--- src/rtl/alu_pkg.sv ---
// Shared ALU definitions: funct codes used by the multiplier and the result mux,
// the default datapath width and the multiplier control states.
package alu_pkg;

   localparam int MULT_WIDTH = 32;

   localparam logic [5:0] MULTU = 6'b011001;
   localparam logic [5:0] MFHI  = 6'b010000;
   localparam logic [5:0] MFLO  = 6'b010010;

   typedef enum logic {
      IDLE = 1'b0,
      RUN  = 1'b1
   } state_t;

endpackage

--- src/rtl/hilo_reg.sv ---
// Architectural Hi/Lo register pair: a single write-enable loads both halves,
// and they hold their value otherwise.
module hilo_reg #(
   parameter int WIDTH = 32
) (
   input  logic             i_clk,
   input  logic             i_reset,
   input  logic             i_we,
   input  logic [WIDTH-1:0] i_hi,
   input  logic [WIDTH-1:0] i_lo,
   output logic [WIDTH-1:0] o_hi,
   output logic [WIDTH-1:0] o_lo
);

   logic [WIDTH-1:0] r_hi;
   logic [WIDTH-1:0] r_lo;

   always_ff @(posedge i_clk) begin
      if (i_reset) begin
         r_hi <= '0;
         r_lo <= '0;
      end else if (i_we) begin
         r_hi <= i_hi;
         r_lo <= i_lo;
      end
   end

   assign o_hi = r_hi;
   assign o_lo = r_lo;

endmodule

--- src/rtl/multu_hilo.sv ---
// Sequential unsigned shift-add multiplier (MIPS MULTU). One iteration per clock;
// the final iteration writes the product into the Hi/Lo pair and pulses done.
module multu_hilo
   import alu_pkg::*;
#(
   parameter int WIDTH = MULT_WIDTH
) (
   input  logic             clk,
   input  logic             reset,
   input  logic [WIDTH-1:0] dataA,
   input  logic [WIDTH-1:0] dataB,
   input  logic [5:0]       Signal,
   input  logic             start,
   output logic             busy,
   output logic             done,
   output logic [WIDTH-1:0] HiOut,
   output logic [WIDTH-1:0] LoOut
);

   localparam int CW = (WIDTH > 1) ? $clog2(WIDTH) : 1;
   localparam logic [CW-1:0] LAST_CNT = CW'(WIDTH - 1);

   state_t             r_state;
   state_t             w_state_next;
   logic [WIDTH-1:0]   r_mcand;
   logic [2*WIDTH-1:0] r_acc;
   logic [CW-1:0]      r_cnt;
   logic               r_done;

   logic               w_accept;
   logic               w_last;
   logic [WIDTH:0]     w_sum;
   logic [2*WIDTH-1:0] w_acc_next;

   assign w_accept = (r_state == IDLE) && start && (Signal == MULTU);
   assign w_last   = (r_state == RUN) && (r_cnt == LAST_CNT);

   // Adder keeps its carry so the shift brings it into the top bit of the accumulator.
   assign w_sum      = {1'b0, r_acc[2*WIDTH-1:WIDTH]} + (r_acc[0] ? {1'b0, r_mcand} : '0);
   assign w_acc_next = {w_sum, r_acc[WIDTH-1:1]};

   always_ff @(posedge clk) begin
      if (reset) begin
         r_state <= IDLE;
      end else begin
         r_state <= w_state_next;
      end
   end

   always_comb begin
      w_state_next = r_state;
      case (r_state)
         IDLE:    if (w_accept) w_state_next = RUN;
         RUN:     if (w_last)   w_state_next = IDLE;
         default: w_state_next = IDLE;
      endcase
   end

   always_ff @(posedge clk) begin
      if (reset) begin
         r_mcand <= '0;
         r_acc   <= '0;
         r_cnt   <= '0;
         r_done  <= 1'b0;
      end else begin
         r_done <= w_last;
         if (w_accept) begin
            r_mcand <= dataA;
            r_acc   <= {{WIDTH{1'b0}}, dataB};
            r_cnt   <= '0;
         end else if (r_state == RUN) begin
            r_acc <= w_acc_next;
            r_cnt <= r_cnt + 1'b1;
         end
      end
   end

   hilo_reg #(
      .WIDTH(WIDTH)
   ) u_hilo (
      .i_clk  (clk),
      .i_reset(reset),
      .i_we   (w_last),
      .i_hi   (w_acc_next[2*WIDTH-1:WIDTH]),
      .i_lo   (w_acc_next[WIDTH-1:0]),
      .o_hi   (HiOut),
      .o_lo   (LoOut)
   );

   assign busy = (r_state == RUN);
   assign done = r_done;

endmodule
--- config.mk ---
export PLATFORM = sky130hd
export DESIGN_NAME = multu_hilo
export DESIGN_NICKNAME = d
export VERILOG_FILES = /design/src/rtl/alu_pkg.sv /design/src/rtl/hilo_reg.sv /design/src/rtl/multu_hilo.sv
export SDC_FILE = /design/constraint.sdc
export NUM_CORES = 1
export LEC_CHECK = 0
export ABC_AREA = 0
export CAP_MARGIN = 20
export CORE_UTILIZATION = 35
export CTS_CLUSTER_SIZE = 14
export DETAILED_ROUTE_END_ITERATION = 12
export PLACE_DENSITY = 0.63
export SYNTH_ARGS = -nofsm -noshare
export SYNTH_HDL_FRONTEND = slang
export SYNTH_SLANG_ARGS = --single-unit
--- constraint.sdc ---
create_clock -name clk -period 6.05 [get_ports clk]
set_input_delay 0.605 -clock clk [delete_from_list [all_inputs] [get_ports clk]]
set_output_delay 0.605 -clock clk [all_outputs]
set_load 0.01 [all_outputs]
==> results.tsv <==
metric	value	unit
outcome	complete, no violations	
worst_slack	2.72	ns
ant_nets	0	
setup_viol	0	
dr.pass1.iters	6	
required	6.37	ns
synth-edff-count	0	
synth-seq-area-share	41.3	%
clkSinkCount	167	
ys_ff_latch	167	
fmax	300	MHz
grt_pass1_vias	7007	
syn-num-nets	1114	
fin_nets	1208	
synth-main-ff-cell	dfxtp_1	
finalSetupTns	0	ns
cts_resized	0	
clock_skew	0.0139	ns
pwr_density_cell	218	nW/µm²
fin_cells	1398	
yosysTopAreaCell	dfxtp_1	
yosys-top-cells-area	dfxtp_1 (41%), nand2_1 (11%), a21oi_1 (9.1%)	
synthToLayoutAreaGrowth	26.0	%
die_w	154	µm
antenna_found_initial	0	
synthCells	1006	
overflow	0	
rr_startpoint	r_acc[0]	
grt_pass1_wl	36300	µm
arrival	3.65	ns
vias_per_cell	5.28	
hold_buffers	0	
clk_latency	0.44	ns
port-buffer-count	138	
syn_area	8090	µm²
crit_fanout	18	
final_util	45.0	%
syn_area_per_cell	8.04	µm²
grt_max_degree	75	
post_cts.repair.setup_buffers	0	
synthArstFlopShare	0	%
startpoint_type	flip-flop	
synth.top_cell.area_share	41.3	%
clockBufferDepth	2	
path_class	flip-flop to flip-flop	
clk_pin_slew	0.07	ns
core	22600	µm²
p_total	2.22	mW
drtIter0Drc	519	
finalCritPeriodShare	55.0	%
dp_cells	1365	
yosys-top-cells-count	nand2_1 (228), dfxtp_1 (167), a21oi_1 (147)	
slew_headroom	33.8	%
min_path_type	flip-flop to flip-flop	
cts_inserted_buffers	17	
preCtsSetupSlack	2.52	ns
hpwl	15100	µm
cts_root_buf	clkbuf_16	
place.gp.congestion	0.868	
pin_count	139	
max-cap-violations	0	
row_count	55	
tightest_slew	0.993	ns
die_y	154	µm
startpoint	r_acc[0]	
cts_tree	yes	
drc	0	
min_from	r_mcand[0]	
die_area	23700	µm²
p_leak	3.72	nW
vias	7386	
yosysUniqueCellTypes	65	
avgRoutedWirePerCell	16.0	µm
drt_wl_total	22400	µm
drive_above_1_share	5.84	%
start_util	35.7	%
fin_crit	3.33	ns
rsz0062_at_grt	false	
track_usage	19.2	%
irDropWorstVdd	0.171	mV
end_kind	flip-flop	
maxSlewViolCount	0	
hold_viol_final	0	
yosys_warnings	0	
diodes	0	
synth_most_common_cell	nand2_1	
cts_max_level	4	
[metal layers]
| layer | vias up | global-route usage [%] | part of all wire (%) |
|---|---|---|---|
| li1 | 3727 | - | - |
| met1 | 3478 | 24.7 | 47 |
| met2 | 150 | 31.9 | 47 |
| met3 | 31 | 3.41 | 3.7 |
| met4 | 0 | 7.67 | 1.8 |
| met5 | - | 0 | 0 |
[logic make-up (layout without fill, tap and decap cells)]
logic type / count (synthesis) / in the layout / synth area share [%]
multiplexers: 17 / 17 / 2.10
XOR/XNOR: 24 / 24 / 2.60
AND/OR/NAND/NOR: 397 / 397 / 22.2
buffers and inverters: 81 / 188 / 3.77
adder cells (fa/ha/maj): 35 / 35 / 5.51
flip-flops: 167 / 167 / 41.3
AO/OA/AOI/OAI: 285 / 285 / 22.5
[cells in the final DEF, fill, tap and decap left out, types with 3 or more instances in the layout]
cell             instances
nand2_1                227
dfxtp_1                166
a21oi_1                147
clkdlybuf4s50_1        137
nor2_1                  45
and2_1                  35
ha_1                    34
a22oi_1                 31
o21ai_0                 21
nand4_1                 18
mux2i_1                 17
clkbuf_16               17
nand3_1                 16
a21o_1                  15
xnor2_1                 14
nor3_1                  13
a211oi_1                10
xor2_1                  10
buf_4                    9
and3_1                   8
inv_1                    8
o211ai_1                 6
nor4_1                   6
a311o_1                  6
a31oi_1                  4
a211oi_2                 4
nor2b_1                  4
o22ai_1                  4
nand2b_1                 4
clkinvlp_4               4
a211o_1                  3
o31ai_1                  3
o21bai_1                 3
and4_1                   3
inv_8                    3
[layout make-up]
class	instances	area (µm²)
Clock buffer	19	433
Clock inverter	13	120
Fill cell	2269	12400
Inverter	9	33.8
Multi-Input combinational cell	758	4450
Sequential cell	167	3340
Tap cell	285	357
Timing Repair Buffer	147	1450
[path summary, 6_finish.rpt]
path / slack (ns) / cells after the start / endpoint
max reg2reg: 2.72 / 12 / u_hilo.o_hi[21]
max: 2.72 / 12 / u_hilo.o_hi[21]
min: 0.45 / 2 / r_mcand[0]
min reg2reg: 0.45 / 2 / r_mcand[0]
[state kept, by name, summed over array words and instances, names as in the netlist]
signal	cells
r_acc	64
r_mcand	32
u_hilo.o_hi	32
u_hilo.o_lo	32
r_cnt	5
busy	1
done	1
[through the flow]
stage,area [µm²],hold WS (ns)
2_1_floorplan,8090,0.432
3_3_place_gp,9620,0.441
3_5_place_dp,9620,0.443
4_1_cts,10200,0.453
5_1_grt,10200,0.462
6_report,10200,0.449
[worst max-delay path, stage by stage, from the launching register on]
cell      delay [ns]
dfxtp_1         0.48
buf_8           0.24
and2_1          0.15
ha_1            0.20
fa_1            0.41
a21oi_1         0.20
nor2_1          0.10
o211ai_1        0.26
a211oi_2        0.16
nor3_2          0.32
o31ai_2         0.17
and4_1          0.23
a311o_1         0.30
[report_power, final]
group          switching [mW]  total (mW)  internal [mW]
Sequential            0.00229        1.10           1.10
Combinational          0.0346      0.0801         0.0454
Clock                   0.495        1.03          0.540
(Power assumes the default switching activity.)
